### src/rtl/keypad_scanner.sv
// Module: keypad_scanner
// Scans a 4x4 active-low matrix keypad one column at a time, classifies each
// full scan frame as NONE / ONE(key) / MULTI and debounces presses and
// releases over DEBOUNCE_FRAMES identical frames. Emits a registered hex code,
// a one-cycle key_valid strobe per accepted press and a key_held level.
module keypad_scanner #(
    parameter int unsigned SCAN_DIV        = 12000,
    parameter int unsigned DEBOUNCE_FRAMES = 3
) (
    input  logic       clk,
    input  logic       reset,
    input  logic [3:0] row,
    output logic [3:0] col,
    output logic [3:0] key,
    output logic       key_valid,
    output logic       key_held
);

    localparam int unsigned DIV_W = (SCAN_DIV > 1) ? $clog2(SCAN_DIV) : 1;
    localparam int unsigned CNT_W = $clog2(DEBOUNCE_FRAMES + 1);

    localparam logic [DIV_W-1:0] DIV_LAST = DIV_W'(SCAN_DIV - 1);
    localparam logic [CNT_W-1:0] CNT_LAST = CNT_W'(DEBOUNCE_FRAMES - 1);
    localparam logic [CNT_W-1:0] CNT_ONE  = CNT_W'(1);
    localparam logic [CNT_W-1:0] CNT_ZERO = CNT_W'(0);

    typedef enum logic [1:0] {
        IDLE     = 2'd0,
        DEBOUNCE = 2'd1,
        PRESSED  = 2'd2,
        RELEASE  = 2'd3
    } state_t;

    // Keymap lookup: row r, column c -> hex digit.
    function automatic logic [3:0] keymap(input logic [1:0] r, input logic [1:0] c);
        logic [3:0] code;
        case ({r, c})
            4'b00_00: code = 4'h1;
            4'b00_01: code = 4'h2;
            4'b00_10: code = 4'h3;
            4'b00_11: code = 4'hA;
            4'b01_00: code = 4'h4;
            4'b01_01: code = 4'h5;
            4'b01_10: code = 4'h6;
            4'b01_11: code = 4'hB;
            4'b10_00: code = 4'h7;
            4'b10_01: code = 4'h8;
            4'b10_10: code = 4'h9;
            4'b10_11: code = 4'hC;
            4'b11_00: code = 4'hE;
            4'b11_01: code = 4'h0;
            4'b11_10: code = 4'hF;
            default:  code = 4'hD;
        endcase
        return code;
    endfunction

    // Scan and synchronizer state
    logic [DIV_W-1:0] div_q;
    logic [1:0]       col_idx_q;
    logic [3:0]       row_s1;
    logic [3:0]       row_s2;
    logic [1:0]       acc_cnt_q;
    logic [3:0]       acc_code_q;

    // Debounce FSM state
    state_t           state_q, state_n;
    logic [3:0]       cand_q, cand_n;
    logic [CNT_W-1:0] cnt_q, cnt_n;
    logic [3:0]       key_n;
    logic             held_n;
    logic             valid_n;

    // Frame classification
    logic       dwell_end_c;
    logic       frame_end_c;
    logic [3:0] row_low_c;
    logic [2:0] nlow_c;
    logic [1:0] row_idx_c;
    logic [3:0] hit_code_c;
    logic [2:0] sum_c;
    logic [1:0] frame_cnt_c;
    logic [3:0] frame_code_c;
    logic       one_c;
    logic       none_c;

    assign dwell_end_c = (div_q == DIV_LAST);
    assign frame_end_c = dwell_end_c && (col_idx_q == 2'd3);
    assign row_low_c   = ~row_s2;
    assign nlow_c      = 3'($countones(row_low_c));

    // Row index of the (single) low row in the current column.
    always_comb begin
        row_idx_c = 2'd0;
        if (row_low_c[0])      row_idx_c = 2'd0;
        else if (row_low_c[1]) row_idx_c = 2'd1;
        else if (row_low_c[2]) row_idx_c = 2'd2;
        else if (row_low_c[3]) row_idx_c = 2'd3;
    end

    assign hit_code_c   = keymap(row_idx_c, col_idx_q);
    assign sum_c        = 3'(acc_cnt_q) + nlow_c;
    assign frame_cnt_c  = (sum_c >= 3'd2) ? 2'd2 : sum_c[1:0];
    assign frame_code_c = (acc_cnt_q == 2'd0) ? hit_code_c : acc_code_q;
    assign one_c        = frame_end_c && (frame_cnt_c == 2'd1);
    assign none_c       = frame_end_c && (frame_cnt_c == 2'd0);

    // Two-flop synchronizer for the asynchronous row inputs.
    always_ff @(posedge clk or posedge reset) begin
        if (reset) begin
            row_s1 <= 4'hF;
            row_s2 <= 4'hF;
        end else begin
            row_s1 <= row;
            row_s2 <= row_s1;
        end
    end

    // Column dwell counter, column rotation and per-frame hit accumulation.
    always_ff @(posedge clk or posedge reset) begin
        if (reset) begin
            div_q      <= '0;
            col_idx_q  <= 2'd0;
            col        <= 4'b1110;
            acc_cnt_q  <= 2'd0;
            acc_code_q <= 4'h0;
        end else if (dwell_end_c) begin
            div_q     <= '0;
            col_idx_q <= col_idx_q + 2'd1;
            col       <= {col[2:0], col[3]};
            if (frame_end_c) begin
                acc_cnt_q  <= 2'd0;
                acc_code_q <= 4'h0;
            end else begin
                acc_cnt_q  <= frame_cnt_c;
                acc_code_q <= frame_code_c;
            end
        end else begin
            div_q <= div_q + DIV_W'(1);
        end
    end

    // Debounce FSM state and output registers.
    always_ff @(posedge clk or posedge reset) begin
        if (reset) begin
            state_q   <= IDLE;
            cand_q    <= 4'h0;
            cnt_q     <= '0;
            key       <= 4'h0;
            key_held  <= 1'b0;
            key_valid <= 1'b0;
        end else begin
            state_q   <= state_n;
            cand_q    <= cand_n;
            cnt_q     <= cnt_n;
            key       <= key_n;
            key_held  <= held_n;
            key_valid <= valid_n;
        end
    end

    // Debounce FSM next-state: steps only on the frame-end cycle.
    always_comb begin
        state_n = state_q;
        cand_n  = cand_q;
        cnt_n   = cnt_q;
        key_n   = key;
        held_n  = key_held;
        valid_n = 1'b0;
        if (frame_end_c) begin
            case (state_q)
                IDLE: begin
                    if (one_c) begin
                        cand_n = frame_code_c;
                        if (DEBOUNCE_FRAMES == 1) begin
                            state_n = PRESSED;
                            key_n   = frame_code_c;
                            held_n  = 1'b1;
                            valid_n = 1'b1;
                            cnt_n   = CNT_ZERO;
                        end else begin
                            state_n = DEBOUNCE;
                            cnt_n   = CNT_ONE;
                        end
                    end
                end
                DEBOUNCE: begin
                    if (one_c) begin
                        if (frame_code_c == cand_q) begin
                            if (cnt_q == CNT_LAST) begin
                                state_n = PRESSED;
                                key_n   = cand_q;
                                held_n  = 1'b1;
                                valid_n = 1'b1;
                                cnt_n   = CNT_ZERO;
                            end else begin
                                cnt_n = cnt_q + CNT_ONE;
                            end
                        end else begin
                            cand_n = frame_code_c;
                            cnt_n  = CNT_ONE;
                        end
                    end else begin
                        state_n = IDLE;
                        cnt_n   = CNT_ZERO;
                    end
                end
                PRESSED: begin
                    if (none_c) begin
                        if (DEBOUNCE_FRAMES == 1) begin
                            state_n = IDLE;
                            held_n  = 1'b0;
                            cnt_n   = CNT_ZERO;
                        end else begin
                            state_n = RELEASE;
                            cnt_n   = CNT_ONE;
                        end
                    end
                end
                RELEASE: begin
                    if (none_c) begin
                        if (cnt_q == CNT_LAST) begin
                            state_n = IDLE;
                            held_n  = 1'b0;
                            cnt_n   = CNT_ZERO;
                        end else begin
                            cnt_n = cnt_q + CNT_ONE;
                        end
                    end else begin
                        state_n = PRESSED;
                        cnt_n   = CNT_ZERO;
                    end
                end
                default: begin
                    state_n = IDLE;
                    cnt_n   = CNT_ZERO;
                end
            endcase
        end
    end

endmodule

### config.mk
export PLATFORM = sky130hd
export DESIGN_NAME = keypad_scanner
export DESIGN_NICKNAME = d
export VERILOG_FILES = /design/src/rtl/keypad_scanner.sv
export SDC_FILE = /design/constraint.sdc
export NUM_CORES = 1
export LEC_CHECK = 0
export CAP_MARGIN = 20
export CELL_PAD_IN_SITES_DETAIL_PLACEMENT = 0
export CELL_PAD_IN_SITES_GLOBAL_PLACEMENT = 2
export CORE_ASPECT_RATIO = 1.2
export CORE_UTILIZATION = 39
export DETAILED_ROUTE_END_ITERATION = 8
export PLACE_DENSITY_LB_ADDON = 0.2
export SETUP_SLACK_MARGIN = 0.1
export SKIP_CTS_REPAIR_TIMING = 1
export SLEW_MARGIN = 0
export SYNTH_ARGS = -nofsm -noshare
export SYNTH_HDL_FRONTEND = slang
export SYNTH_SLANG_ARGS = --single-unit
### constraint.sdc
create_clock -name clk -period 5.3 [get_ports clk]
set_clock_uncertainty 0.15 [all_clocks]
set_input_delay 1.06 -clock clk [delete_from_list [all_inputs] [get_ports clk]]
set_output_delay 1.06 -clock clk [all_outputs]
set_load 0.02 [all_outputs]
==> key figures <==
GRT
  – Global Route Usage Sum: 0.176
  – Number of global-route vias before repair: 1848
  – Global-route wire length before repair: roughly 8.8 mm
  – Met2 Use GR: 0.286
  – Largest net degree at the start of global routing: 49
  – Gr busiest metal: met2
  – Met1 global-route usage: 0.225
  – Antenna violations before repair: 0
  – Met3 Use GR: 0.0361
  – GR Overflow Total: 0

Timing
  – Slew margin rel.: 0.415
  – Min Hold Slack: 0.208 ns
  – Final min period: 3.64 ns
  – Fmax: 0.275 GHz
  – Slew Limit Fails: 0
  – RSZ-0062 raised after global routing: false
  – Final setup vio count: 0
  – Worst Tran Pin Value: just under 0.9 ns
  – Fin. Hold Viols: 0
  – Period utilisation layout: 0.686
  – Setup TNS: 0 ns

Final layout
  – Area of the multi-input gates: approximately 0.0012 sq mm
  – Fillers: just over 600
  – Syn-to-layout area delta: 14.7%
  – Share of layout cells above drive strength 1: 0.131
  – Nets: between 200 and 300
  – Antenna diodes: 0
  – FF/Latch Area: 0.00121 sq mm

Synthesis
  – Post-Syn Area: around 0.0025 sq mm
  – Syn Nets: 256
  – Post-synthesis compound-gate area fraction: 0.115
  – Gate Count Post-Synth: 242
  – Post-synthesis mux area share: 0.0400
  – Syn. warnings: 0
  – Number of synthesized register bits: 48
  – Post-synthesis simple-gate area fraction: 0.225
  – Main combinational cell family by area after synthesis: simple AND/OR/NAND/NOR gates
  – Async SR Flop Fraction: 1.00
  – Synth area leader: dfrtp_1
  – Synth Area in XOR/XNOR: 0.0496
  – Sequential area share after synthesis: 0.491
  – Yosys top cell area share: 0.374
  – Syn Area/Cell: 10.2 sq um
  – Adder-cell area share of the yosys netlist: 0.0496
  – Distinct cells, synth: 53
  – Ranking of synthesized cells by area: dfrtp_1 (37%), dfstp_2 (12%), nand2_1 (5.0%)
  – EDFF count, synth: 0
  – Dominant synthesized flop cell: dfrtp_1

Floorplan
  – Die Y: a little under 90 um
  – Core footprint: ~0.0061 sq mm
  – Die width: 74.7 um
  – Initial Utilization: 0.406
  – Die area: 0.00666 sq mm
  – FP Rows: 31
  – IO Pins: 16

Pwr
  – Psw: 0.158 mW
  – Internal power: 0.527 mW
  – Leakage: 1.24 nW
  – Seq pwr share: 0.548
  – Clock network power share: 0.389
  – Net Sw Frac: 0.231
  – Power per cell area: 242 mW/mm^2
  – Max VDD drop: 0.102 mV
  – Logic pwr share: 0.064

Routing
  – DRT iter0 DRCs: 90
  – Routed len/inst: 14.7 um
  – ANT nets after route: 0
  – DRC errors left: 0
  – Vias/cell: ~5.2
  – Drt total wl: roughly 5.0 mm
  – First-pass DRT Iterations: 5
  – Vias post-DR: 1789

Job
  – Maxcap violations: 0

Setup path
  – Worst EP required: 5.35 ns
  – CP Class: flop to flop
  – Type of origin of the critical path: flop
  – Worst Setup End Kind: flop
  – Worst path arrival time: 3.69 ns
  – Reg2reg path depth: 11
  – Critical Path Fanout Max: 6

Clocking
  – Clk pin slew, worst setup/hold paths: around 0.09 ns
  – Clk_lat worst skew: 0.30 ns
  – CTS max path bufs: 2
  – CTS buffer count: 5
  – # clock sinks: between 40 and 50
  – Clock root buffer: clkbuf_8
  – CTS H-tree lvls: 2
  – CTS tree: done

Place
  – Port bufs: 15
  – HPWL Detailed: 3.41 mm
  – RD Place Congestion: 0.756

Outcome
  – Status: completed

Hold path
  – Class of the worst hold path: flop to flop
  – Hold Path Depth: 0
==> sequential cells by signal (all words and copies together) (netlist names) <==
name / cells
col: 4
div_q: 14
key_held: 1
cnt_q: 2
state_q: 2
key: 4
row_s1: 4
acc_cnt_q: 2
row_s2: 4
col_idx_q: 2
cand_q: 4
key_valid: 1
acc_code_q: 4
==> area by class of cell <==
cell class | count | share of cell area
timing repair buffer | 17 | 0.0627
multi-input combinational | 175 | 0.420
inverter | 11 | 0.0146
clock buffer | 6 | 0.0256
sequential | 48 | 0.429
clock inverter | 2 | 0.0124
tap | 82 | 0.0362
==> synth_stat cells, drive strengths merged (3+ instances only) <==
cell    number
o21ai       11
xor2         6
inv         11
o31ai        5
nor2        23
dfrtp       37
nand4        8
nor4         3
nor3b        4
xnor2        8
clkbuf       7
nand4b       3
nand3        5
ha           5
nor3         5
nand2       33
mux2         7
nor2b        5
fa           3
and2         5
dfstp       11
o211ai       3
==> worst max-delay path, cell delays in order (launching register included) <==
cell	delay [ns]
dfrtp_1	0.39
inv_1	0.08
fa_1	0.50
inv_1	0.05
fa_1	0.37
fa_1	0.44
nor2_1	0.31
nand2_1	0.15
or3_4	0.42
nor4_4	0.15
nand4_2	0.20
mux2_2	0.34
==> cell usage in the layout (no fill, tap or decap), types with 3 or more instances in the layout <==
cell type and n:
o31ai_1 5, nor2b_1 5, ha_1 5, xor2_1 6, nor3b_1 4, nand3_1 5
nand4b_1 3, inv_1 10, o211ai_1 3, dfrtp_1 37, clkdlybuf4s50_1 15, dfstp_2 11
xnor2_1 8, fa_1 3, o21ai_0 11, nor3_1 5, and2_1 5, nor2_1 23
nand2_1 33, mux2_2 7, clkbuf_8 5, nand4_1 6
==> metrics by stage <==
step / area [sq um] / utilization / worst slack, ns / power, mW / std cells
global placement: 2710 / 0.445 / 1.71 / 0.425 / 332
detailed placement: 2710 / 0.445 / 1.65 / 0.424 / 332
global route: 2840 / 0.466 / 1.37 / 0.716 / 341
floorplan: 2470 / - / 1.89 / 0.411 / 242
finish: 2840 / 0.466 / 1.66 / 0.685 / 341
CTS: 2820 / 0.462 / 1.64 / 0.693 / 340
==> kinds of logic after synthesis <==
logic type	Yosys count
buf+inv	19
fa+ha+maj	8
compound gates	40
simple gates	104
xor+xnor	14
mux	9
flops	48
==> power by group through the flow <==
stage / combinational, mW / sequential, mW / clock (mW)
after floorplan: 0.0306 / 0.380 / 0
after global placement: 0.0428 / 0.382 / 0
after detailed placement: 0.0422 / 0.382 / 0
after CTS: 0.0424 / 0.375 / 0.276
after global routing: 0.0500 / 0.376 / 0.290
final: 0.0437 / 0.375 / 0.266
==> metal layers <==
metal  vias to the layer above  part of all wire
li1                        878                 -
met1                       874              0.47
met2                        26              0.48
met3                        11             0.027
met4                         0             0.027
met5                         -                 0
==> final timing paths <==
check / from / end / slack [ns]
worst min register to register: row_s1[0] / row_s2[0] / 0.21
max in group asynchronous: reset / row_s1[1] / 3.53
worst max register to register: acc_cnt_q[0] / key[1] / 1.66
worst max-delay path: acc_cnt_q[0] / key[1] / 1.66
min in group asynchronous: reset / key_valid / 0.91
worst min-delay path: row_s1[0] / row_s2[0] / 0.21
Power figures use the tool's default switching activity.
==> patch (config.mk and constraints unchanged) <==
Re-encode `state_t` (4 states) as Gray code, 2 bits wide.
--- a/src/rtl/keypad_scanner.sv
+++ b/src/rtl/keypad_scanner.sv
@@ -26,8 +26,8 @@
 
     typedef enum logic [1:0] {
-        IDLE     = 2'd0,
-        DEBOUNCE = 2'd1,
-        PRESSED  = 2'd2,
-        RELEASE  = 2'd3
+        IDLE     = 2'b00,
+        DEBOUNCE = 2'b01,
+        PRESSED  = 2'b11,
+        RELEASE  = 2'b10
     } state_t;
 
Function: same outputs for any inputs over 10 cycles, from zero or initial values and one cycle with reset high; not proved beyond that.
==> patch against the original RTL <==
  * Clock power is 13% lower
  * Wire length up 16%
  * Setup slack lost 0.067 ns
  * Area after synthesis is 8.1% higher
  * Design area grew 6.6%
  * Total power is 4.9% lower
  * Maximum frequency is 1.8% lower
  * Highest routed layer unchanged
  * Sequential cell count unchanged
==> patch: results (changes against the original RTL) <==
INFO  hold_path      hold_path_end=row_s2[1]
INFO  setup_path     worst_r2r_path_depth=9 [-2]
INFO  final_layout   clkbuf_count=7 [+1]
INFO  detailed_routing firstDrtPassIters=4 [-1]
INFO  yosys          syn_avg_cell_area=9.72um^2 [-4.9%]
INFO  final_layout   inv_count=16 [+5]
INFO  yosys          synth-xor-area-share=4.59% [-0.37 points]
INFO  power_and_ir_drop power_leakage=1.29nW [+4.2%]
INFO  setup_path     crit_arrival=3.74ns [+0.05 ns]
INFO  final_layout   final_core_utilization=46.3% [-0.24 points]
INFO  detailed_routing viasPerCell=5.36 [+2.1%]
INFO  final_layout   multi_input_area=1360um^2 [+14%]
INFO  detailed_routing drt-initial-drc-count=107 [+19%]
INFO  yosys          synthAdderAreaFrac=6.93% [+2.0 points]
INFO  place          dpl-instance-area=2910um^2 [+7.4%]
INFO  global_routing gr-usage-all-layers=18.1% [+0.47 points]
INFO  final_layout   comb.multi_input.count=202 [+15%]
INFO  yosys          synth_area=2670um^2 [+8.1%]
INFO  timing         slew-limit-headroom=36.3% [-5.2 points]
INFO  final_layout   clock_cell_area_share=3.15% [-0.65 points]
INFO  yosys          synthMuxAreaShare=5.20% [+1.2 points]
INFO  run_status     status=complete, no violations
INFO  setup_path     path_max_fanout=13 [+7]
INFO  power_and_ir_drop logic_gate_share_of_total_power=6.8% [+0.4 points]
INFO  setup_path     cpPeakStageDelay=0.55ns [+0.05 ns]
INFO  timing         fin_worst_hold_slack=0.209ns [+0.000787 ns]
INFO  global_routing grt_pass1_vias=2,057 [+11%]
INFO  final_layout   drive_above_1_share=12.0% [-1.1 points]
INFO  place          gpl.final_weighted_congestion=0.775 [+2.6%]
INFO  power_and_ir_drop power.density_cell_area=216nW/um^2 [-11%]
INFO  detailed_routing wl=5790um [+16%]
INFO  final_layout   non_clock_buffer_area_share=6.13% [-0.14 points]
INFO  place          dp_hpwl=4230um [+24%]
INFO  timing         post-route-worst-setup-slack=1.59ns [-0.0673 ns]
==> patch: cell count changes after synthesis, moves of 3 or more <==
cell | unedited run | this run
sky130_fd_sc_hd__ha_1 | 5 | 10
sky130_fd_sc_hd__or3_1 | 0 | 7
sky130_fd_sc_hd__mux2i_1 | 2 | 6
sky130_fd_sc_hd__o21ai_0 | 11 | 18
sky130_fd_sc_hd__a21oi_1 | 2 | 6
sky130_fd_sc_hd__nand3_1 | 5 | 14
sky130_fd_sc_hd__inv_1 | 11 | 16
sky130_fd_sc_hd__nor2_1 | 23 | 17
sky130_fd_sc_hd__o31ai_1 | 5 | 2
sky130_fd_sc_hd__and3_1 | 1 | 7
sky130_fd_sc_hd__nor3_1 | 5 | 2
sky130_fd_sc_hd__nand2_1 | 33 | 39
sky130_fd_sc_hd__nor2b_1 | 5 | 1
==> patch: layer usage <==
layer	share of wire (%)	GRT usage (%)
met1	48	24.3
met2	49	29.6
met3	2.5	2.76
met4	1.1	6.13
met5	0	0
